===== src/rtl/mem_port_arbiter_pkg.sv =====
// Shared definitions for the memory-port arbiter: default widths, FSM state encoding,
// access-width encodings and the fetch/load-store grant decision.
package mem_port_arbiter_pkg;

   localparam int ADDR_W_DEF       = 32;
   localparam int DATA_W_DEF       = 32;
   localparam int STARVE_LIMIT_DEF = 4;
   localparam int DBG_CNT_W        = 8;

   // Fetch is always a full-word read.
   localparam logic [2:0] BYTE_NUM_4 = 3'd4;

   typedef enum logic [1:0] {
      ARB_IDLE    = 2'd0,
      ARB_BUSY_IF = 2'd1,
      ARB_BUSY_LS = 2'd2
   } arb_state_e;

   typedef enum logic [1:0] {
      GNT_NONE = 2'd0,
      GNT_IF   = 2'd1,
      GNT_LS   = 2'd2
   } grant_e;

   // Load/store wins a tie because it commits at the ROB head, unless fetch has
   // already lost enough consecutive ties.
   function automatic grant_e pick_grant(input logic if_req,
                                         input logic ls_req,
                                         input logic if_starved);
      if (ls_req && !(if_req && if_starved)) return GNT_LS;
      if (if_req)                            return GNT_IF;
      return GNT_NONE;
   endfunction

endpackage


===== src/rtl/mem_port_arbiter.sv =====
// Shares one memory port between instruction fetch (reads) and the load/store unit,
// one transaction at a time, with load/store priority and a fetch starvation guard.
module mem_port_arbiter
   import mem_port_arbiter_pkg::*;
#(
   parameter int ADDR_W       = ADDR_W_DEF,
   parameter int DATA_W       = DATA_W_DEF,
   parameter int STARVE_LIMIT = STARVE_LIMIT_DEF
) (
   input  logic                 clk,
   input  logic                 rst,
   input  logic                 if_req,
   input  logic [ADDR_W-1:0]    if_addr,
   output logic                 if_done,
   output logic [DATA_W-1:0]    if_rdata,
   input  logic                 ls_req,
   input  logic                 ls_we,
   input  logic [ADDR_W-1:0]    ls_addr,
   input  logic [2:0]           ls_byte_num,
   input  logic [DATA_W-1:0]    ls_wdata,
   output logic                 ls_done,
   output logic [DATA_W-1:0]    ls_rdata,
   output logic                 mem_rd_en,
   output logic                 mem_wr_en,
   output logic [ADDR_W-1:0]    mem_addr,
   output logic [2:0]           mem_byte_num,
   output logic [DATA_W-1:0]    mem_wdata,
   input  logic [DATA_W-1:0]    mem_rdata,
   input  logic                 mem_rd_done,
   input  logic                 mem_wr_done,
   output logic [1:0]           dbg_state,
   output logic [DBG_CNT_W-1:0] dbg_starve_cnt
);

   // Handshakes: a requester raises x_req (level) with stable payload and holds it
   // until x_done pulses for one cycle; it must drop x_req in that same done cycle or
   // the arbiter treats it as a new request. Toward memory, mem_rd_en/mem_wr_en stay
   // high with stable payload until the matching mem_rd_done/mem_wr_done is seen.

   localparam int CNT_W = $clog2(STARVE_LIMIT + 1);

   arb_state_e          state_q;
   logic [CNT_W-1:0]    starve_cnt_q;
   logic                mem_rd_en_q;
   logic                mem_wr_en_q;
   logic [ADDR_W-1:0]   mem_addr_q;
   logic [2:0]          mem_byte_num_q;
   logic [DATA_W-1:0]   mem_wdata_q;
   logic                if_done_q;
   logic                ls_done_q;
   logic [DATA_W-1:0]   if_rdata_q;
   logic [DATA_W-1:0]   ls_rdata_q;

   grant_e              grant_d;
   logic                if_starved_d;
   logic                ls_complete_d;

   assign if_starved_d  = (starve_cnt_q == CNT_W'(STARVE_LIMIT));
   assign grant_d       = pick_grant(if_req, ls_req, if_starved_d);
   assign ls_complete_d = mem_wr_en_q ? mem_wr_done : mem_rd_done;

   always_ff @(posedge clk or negedge rst) begin
      if (!rst) begin
         state_q        <= ARB_IDLE;
         starve_cnt_q   <= '0;
         mem_rd_en_q    <= 1'b0;
         mem_wr_en_q    <= 1'b0;
         mem_addr_q     <= '0;
         mem_byte_num_q <= '0;
         mem_wdata_q    <= '0;
         if_done_q      <= 1'b0;
         ls_done_q      <= 1'b0;
         if_rdata_q     <= '0;
         ls_rdata_q     <= '0;
      end else begin
         if_done_q <= 1'b0;
         ls_done_q <= 1'b0;
         unique case (state_q)
            ARB_IDLE: begin
               if (!if_req) starve_cnt_q <= '0;
               unique case (grant_d)
                  GNT_IF: begin
                     state_q        <= ARB_BUSY_IF;
                     starve_cnt_q   <= '0;
                     mem_rd_en_q    <= 1'b1;
                     mem_addr_q     <= if_addr;
                     mem_byte_num_q <= BYTE_NUM_4;
                     mem_wdata_q    <= '0;
                  end
                  GNT_LS: begin
                     state_q        <= ARB_BUSY_LS;
                     if (if_req && !if_starved_d) starve_cnt_q <= starve_cnt_q + CNT_W'(1);
                     mem_rd_en_q    <= !ls_we;
                     mem_wr_en_q    <= ls_we;
                     mem_addr_q     <= ls_addr;
                     mem_byte_num_q <= ls_byte_num;
                     mem_wdata_q    <= ls_wdata;
                  end
                  default: ;
               endcase
            end
            ARB_BUSY_IF: begin
               if (mem_rd_done) begin
                  state_q     <= ARB_IDLE;
                  mem_rd_en_q <= 1'b0;
                  if_rdata_q  <= mem_rdata;
                  if_done_q   <= 1'b1;
               end
            end
            ARB_BUSY_LS: begin
               if (ls_complete_d) begin
                  state_q     <= ARB_IDLE;
                  mem_rd_en_q <= 1'b0;
                  mem_wr_en_q <= 1'b0;
                  if (mem_rd_en_q) ls_rdata_q <= mem_rdata;
                  ls_done_q   <= 1'b1;
               end
            end
            default: state_q <= ARB_IDLE;
         endcase
      end
   end

   assign if_done        = if_done_q;
   assign if_rdata       = if_rdata_q;
   assign ls_done        = ls_done_q;
   assign ls_rdata       = ls_rdata_q;
   assign mem_rd_en      = mem_rd_en_q;
   assign mem_wr_en      = mem_wr_en_q;
   assign mem_addr       = mem_addr_q;
   assign mem_byte_num   = mem_byte_num_q;
   assign mem_wdata      = mem_wdata_q;
   assign dbg_state      = state_q;
   assign dbg_starve_cnt = DBG_CNT_W'(starve_cnt_q);

endmodule


===== config.mk =====
export PLATFORM = sky130hd
export DESIGN_NAME = mem_port_arbiter
export DESIGN_NICKNAME = d
export VERILOG_FILES = /design/src/rtl/mem_port_arbiter_pkg.sv /design/src/rtl/mem_port_arbiter.sv
export SDC_FILE = /design/constraint.sdc
export NUM_CORES = 1
export LEC_CHECK = 0
export CAP_MARGIN = 20
export CORE_UTILIZATION = 42
export DETAILED_ROUTE_END_ITERATION = 6
export PLACE_DENSITY = 0.78
export SETUP_SLACK_MARGIN = 0.3
export SYNTH_ARGS = -nofsm -noshare
export SYNTH_HDL_FRONTEND = slang
export SYNTH_SLANG_ARGS = --single-unit

===== constraint.sdc =====
create_clock -name clk -period 2.15 [get_ports clk]
set_input_delay 0.43 -clock clk [delete_from_list [all_inputs] [get_ports clk]]
set_output_delay 0.43 -clock clk [all_outputs]
set_load 0.02 [all_outputs]

# [Word level (Yosys, flattened, before mapping)]
# Index checks and enable logic that the tools add are counted.
[classes] n_addsub=1 eq_ne=9 muxes=28 reduce_logical=16
[ops] op="$pmux 32 s2" count=2
[ops] op="$mux 2" count=6
[ops] op="$pmux 3 s2" count=2
[ops] op="$mux 1" count=11
[ops] op="$reduce_and 3->1" count=3
[ops] op="$mux 3" count=2
[ops] op="$pmux 2 s3" count=1
[ops] op="$eq 2x1->1 const B" count=2
[ops] op="$eq 2x2->1 const B" count=2
[ops] op="$ne 2x2->1 const B" count=2
[ops] op="$pmux 1 s2" count=2
[ops] op="$pmux 2 s2" count=1
[ops] op="$reduce_and 2->1" count=2
[ops] op="$reduce_and 4->1" count=1
[ops] op="$reduce_bool 2->1" count=2
[ops] op="$add 3x1->3 const B" count=1
[ops] op="$eq 3x3->1 const B" count=1
[ops] op="$logic_and 1x1->1" count=3
[ops] op="$logic_not 1->1" count=3
[ops] op="$ne 3x1->1 const B" count=1
[ops] op="$pmux 1 s3" count=1
[ops] op="$reduce_bool 3->1" count=1
[ops] op="$logic_not 2->1" count=1
[ops] op="$ne 2x1->1 const B" count=1
[totals] register_bits=140 inputBits=138 out_inout_bits=145 wordCells=65

# [Depth between registers and ports, before layout]
[logic_depth] depth_word=11 mapped_depth=8

# [Least setup slack after synthesis]
# OpenSTA, ideal clock, no wires.
[synth_timing] kind="flip-flop to flip-flop" from="register state_q[0] (netlist: dbg_state[0])" to="register state_q[0] (netlist: dbg_state[0])" setup_ns=0.125 t_arrival_ns=1.755 t_required_ns=2.025 setup_slack_ns=0.270 path_stages_with_launch=7 path_buffers=1 path_cell_list="dfrtp_1 inv_1 ha_1 buf_2 nor3b_1 a211oi_1 mux2_2"
[synth_between] elab_chain_len=3 word_cells_on_any_way=8
[synth_lines] element="start: declaration" line="mem_port_arbiter.sv:42" text="arb_state_e state_q;"
[synth_lines] element="start signal: assignment" line="mem_port_arbiter.sv:64" text="state_q <= ARB_IDLE;"
[synth_lines] element="start signal: assignment" line="mem_port_arbiter.sv:83" text="state_q <= ARB_BUSY_IF;"
[synth_lines] element="start signal: assignment" line="mem_port_arbiter.sv:91" text="state_q <= ARB_BUSY_LS;"
[synth_lines] element="$eq 2x2->1, or another cell as far along" line="mem_port_arbiter.sv:78" text="unique case (state_q)"
[synth_lines] element="$ne 2x2->1 (no line) or $ne 3x1->1 (tied branches)"
[synth_lines] element="$reduce_and 3->1 (no line)"
# Several ways; a longest one is shown, not always the timed one.
# A chain may end at the register's enable or synchronous reset.

# [Worst setup path in the final report]
[layout_timing] from="register if_rdata_q[7] (netlist: if_rdata[7])" to="output port if_rdata[7]"
[layout_rtl] element="start: declaration" line="mem_port_arbiter.sv:51" text="logic [DATA_W-1:0] if_rdata_q;"
[layout_rtl] element="start signal: assignment" line="mem_port_arbiter.sv:106" text="if_rdata_q <= mem_rdata;"
[layout_rtl] element="end: declaration" line="mem_port_arbiter.sv:15" text="output logic [DATA_W-1:0] if_rdata,"
# No word-level cell between the ends.

==> reports/metrics.json <==
{
  "outcome": {"value": "completed"},
  "finalSetupTns": {"value": 0, "unit": "ns"},
  "tritoncts": {"value": "done"},
  "endpoint": {"value": "if_rdata[7]"},
  "synthesis.area": {"value": 6122, "unit": "um2"},
  "final-seq-area": {"value": 3506, "unit": "um2"},
  "synth_top_cell_by_area": {"value": "sky130_fd_sc_hd__dfrtp_1"},
  "place_area": {"value": 9165, "unit": "um2"},
  "fin_crit_sh": {"value": 85.12, "unit": "%"},
  "synth.ff_latch_count": {"value": 140},
  "max_clock_freq": {"value": 546.4, "unit": "MHz"},
  "async_flop_share": {"value": 100.0, "unit": "%"},
  "dieArea": {"value": 15060, "unit": "um2"},
  "grt_util_met2": {"value": 42.94, "unit": "%"},
  "postRouteAntennaNets": {"value": 0},
  "finalWeightedCongestion": {"value": 0.8192},
  "timing_worst_setup_path_type": {"value": "flip-flop to primary output"},
  "core_area": {"value": 14040, "unit": "um2"},
  "timing.critical_path.to_type": {"value": "primary output"},
  "grt_pass1_wl": {"value": 27770, "unit": "um"},
  "p_leak": {"value": 0.005062, "unit": "uW"},
  "worst-r2r-cell-count": {"value": 7},
  "layout-drive-gt1-share": {"value": 18.73, "unit": "%"},
  "synthesis.area_per_instance": {"value": 11.51, "unit": "um2"},
  "hold_path_class": {"value": "input port to asynchronous set/reset pin"},
  "postCtsSetupBuffers": {"value": 0},
  "drt_wl_total": {"value": 18310, "unit": "um"},
  "timing.rr.start": {"value": "dbg_state[1]$_DFFE_PN0P_"},
  "multi_input_area": {"value": 2360, "unit": "um2"},
  "die-height": {"value": 122.7, "unit": "um"},
  "netlist-cell-type-count": {"value": 33},
  "critPathLaunch": {"value": "if_rdata[7]$_DFFE_PN0P_"},
  "drt_first_pass_iters": {"value": 5},
  "finish.net_count": {"value": 954},
  "power_per_cell_area": {"value": 1525, "unit": "nW/um2"},
  "hpwlAfterDp": {"value": 12560, "unit": "um"},
  "slowest_delay": {"value": 0.63, "unit": "ns"},
  "number_of_antenna_violations_at_the_first_check_in_global_routing": {"value": 0},
  "path_depth": {"value": 1},
  "syn-instance-count": {"value": 532},
  "number_of_buffers_created_by_cts": {"value": 17},
  "routedWlPerCell": {"value": 18.28, "unit": "um"},
  "maxCapViolCount": {"value": 0},
  "layout_min_cycle_time": {"value": 1.830, "unit": "ns"},
  "initial_core_utilization": {"value": 43.60, "unit": "%"},
  "first_global_vias": {"value": 5512},
  "grt.overflow.total": {"value": 0},
  "synth_top_cell_area_share": {"value": 57.22, "unit": "%"},
  "clk_transition_reported_paths": {"value": 0.06, "unit": "ns"},
  "clock-root-buffer": {"value": "sky130_fd_sc_hd__clkbuf_16"},
  "areaGrowthSynthToFinish": {"value": 63.83, "unit": "%"},
  "gr-usage-all-layers": {"value": 24.44, "unit": "%"},
  "clock-sinks": {"value": 140},
  "timing_max_transition_violations_final": {"value": 0},
  "h-tree-depth": {"value": 4},
  "worst-endpoint-required": {"value": 1.72, "unit": "ns"},
  "global_route.usage.met3": {"value": 8.271, "unit": "%"},
  "top_delay_family_on_crit_path": {"value": "buffers and inverters"},
  "met1_track_utilization_from_global_routing": {"value": 26.32, "unit": "%"},
  "final_design_area_no_fill": {"value": 10030, "unit": "um2"},
  "critical_path.max_fanout": {"value": 2},
  "die-width": {"value": 122.7, "unit": "um"},
  "top_usage_layer": {"value": "met2"},
  "yosys-top-cells-area": {"value": "sky130_fd_sc_hd__dfrtp_1 57%, sky130_fd_sc_hd__mux2_2 11%, sky130_fd_sc_hd__nand2_1 8.5%"},
  "drt-vias-per-instance": {"value": 5.266},
  "ys_seq_area_share": {"value": 57.22, "unit": "%"},
  "timing.critical_path.cells": {"value": "clkdlybuf4s50_1"},
  "fin_worst_skew": {"value": 0.006941, "unit": "ns"},
  "postLayoutCoreUtil": {"value": 71.42, "unit": "%"},
  "crit_buf_inv": {"value": 1},
  "grt_setup_unrepaired": {"value": "no"},
  "setup_viol_count_final": {"value": 0},
  "std_cell_rows": {"value": 43},
  "setup.worst_path.start_class": {"value": "flip-flop"},
  "num-fill-cells": {"value": 954},
  "drc": {"value": 0},
  "clk-insertion-delay-late": {"value": 0.42, "unit": "ns"},
  "antenna-diode-count": {"value": 0},
  "rr_endpoint": {"value": "mem_wdata[25]$_DFFE_PN0P_"},
  "timing.critical_path.slowest_stage_cell": {"value": "sky130_fd_sc_hd__clkdlybuf4s50_1"},
  "worst-endpoint-arrival": {"value": 1.40, "unit": "ns"},
  "port_buffers": {"value": 277},
  "cts.path.max_buffers": {"value": 2},
  "grt_start_max_net_pins": {"value": 49},
  "drt-initial-drc-count": {"value": 322},
  "design.portCount": {"value": 283},
  "ys.flop_type": {"value": "sky130_fd_sc_hd__dfrtp_1"},
  "synth-warning-count": {"value": 0},
  "ir_worst_vdd": {"value": 0.7210, "unit": "mV"},
  "vias": {"value": 5277},
  "synth_edf_count": {"value": 0},
  "setup.reg_to_reg.worst_slack": {"value": 0.44, "unit": "ns"},
  "finalHoldViolCount": {"value": 0}
}
[registers in the layout (all words and copies together), names as in the netlist]
| name | count |
|---|---|
| mem_wr_en | 1 |
| dbg_state | 2 |
| if_rdata | 32 |
| mem_addr | 32 |
| starve_cnt_q | 3 |
| mem_wdata | 32 |
| ls_rdata | 32 |
| mem_rd_en | 1 |
| ls_done | 1 |
| mem_byte_num | 3 |
| if_done | 1 |
[cell usage after synthesis, types with 3 or more instances]
cell type,instances
sky130_fd_sc_hd__dfrtp_1,140
sky130_fd_sc_hd__nand2_1,138
sky130_fd_sc_hd__mux2_2,62
sky130_fd_sc_hd__o21ai_0,34
sky130_fd_sc_hd__nand4_1,33
sky130_fd_sc_hd__o211ai_2,29
sky130_fd_sc_hd__clkbuf_1,17
sky130_fd_sc_hd__buf_2,14
sky130_fd_sc_hd__buf_6,8
sky130_fd_sc_hd__inv_1,7
sky130_fd_sc_hd__ha_1,6
sky130_fd_sc_hd__buf_4,5
sky130_fd_sc_hd__mux2_1,4
sky130_fd_sc_hd__nor2b_1,4
sky130_fd_sc_hd__mux2i_1,3
sky130_fd_sc_hd__o211ai_1,3
[metrics by stage]
stage / total power (uW) / worst slack (ns) / hold slack, ns / std cells
6_report: 15300 / 0.3200 / 0.4746 / 1002
5_1_grt: 16060 / 0.2838 / 0.4865 / 1002
4_1_cts: 15430 / 0.2982 / 0.4618 / 1001
3_5_place_dp: 12150 / 0.04381 / 0.3505 / 968
3_3_place_gp: 11920 / 0.09738 / 0.3450 / 968
2_1_floorplan: 8448 / 0.3490 / 0.1344 / 536
[report_power, final]
group          total [uW]  switching [uW]  internal, uW
Clock                3240            1090          2150
Combinational        7430            3930          3500
Sequential           4630             712          3920
Total               15300            5740          9560
[layer usage]
metal	vias to the layer above	share of wire, %
met5	-	0
li1	2394	-
met1	2585	36
met2	258	52
met3	40	9.2
met4	0	3.0
[timing repair]
action                     in CTS  in global routing
resized for setup              25                 69
gates cloned                    1                  1
pin swaps                       0                  0
setup endpoints to repair      28                127
hold endpoints to repair       33                  0
hold buffers                    1                  0
[final cells by class]
cell class                      instances  area share [%]
Clock buffer                           21           4.691
Clock inverter                         10           1.859
Inverter                                7          0.2620
Multi-Input combinational cell        343           23.53
Sequential cell                       140           34.96
Tap cell                              180           2.246
Timing Repair Buffer                  301           32.46
[worst min path at each step]
stage,from,to,slack [ns],depth (start not counted)
global route,rst,mem_addr[7]$_DFFE_PN0P_,0.49,2
detailed placement,rst,mem_addr[14]$_DFFE_PN0P_,0.35,1
CTS,rst,mem_addr[7]$_DFFE_PN0P_,0.46,2
global placement,rst,mem_addr[13]$_DFFE_PN0P_,0.34,1
floorplan,rst,dbg_state[0]$_DFFE_PN0P_,0.13,0
finish,rst,mem_addr[10]$_DFFE_PN0P_,0.47,2
[logic make-up after synthesis]
group                    share of synthesized area, %
other                                         0.06125
buffers and inverters                           4.823
multiplexers                                    12.63
AO/OA/AOI/OAI                                   10.63
AND/OR/NAND/NOR                                 13.41
adder cells (fa/ha/maj)                         1.226
flip-flops                                      57.22
[layout by cell type (no fill, tap or decap), types with 7 or more instances in the layout]
| master | Yosys | routed |
|---|---|---|
| sky130_fd_sc_hd__nand2_1 | 138 | 138 |
| sky130_fd_sc_hd__dlygate4sd2_1 | 0 | 25 |
| sky130_fd_sc_hd__clkdlybuf4s50_1 | 0 | 187 |
| sky130_fd_sc_hd__buf_4 | 5 | 10 |
| sky130_fd_sc_hd__dlymetal6s2s_1 | 0 | 64 |
| sky130_fd_sc_hd__dfrtp_1 | 140 | 138 |
| sky130_fd_sc_hd__mux2_2 | 62 | 62 |
| sky130_fd_sc_hd__nand4_1 | 33 | 33 |
| sky130_fd_sc_hd__inv_1 | 7 | 7 |
| sky130_fd_sc_hd__o211ai_2 | 29 | 29 |
| sky130_fd_sc_hd__clkbuf_16 | 0 | 18 |
| sky130_fd_sc_hd__o21ai_0 | 34 | 34 |
| sky130_fd_sc_hd__buf_12 | 0 | 10 |
(Power assumes the default switching activity.)
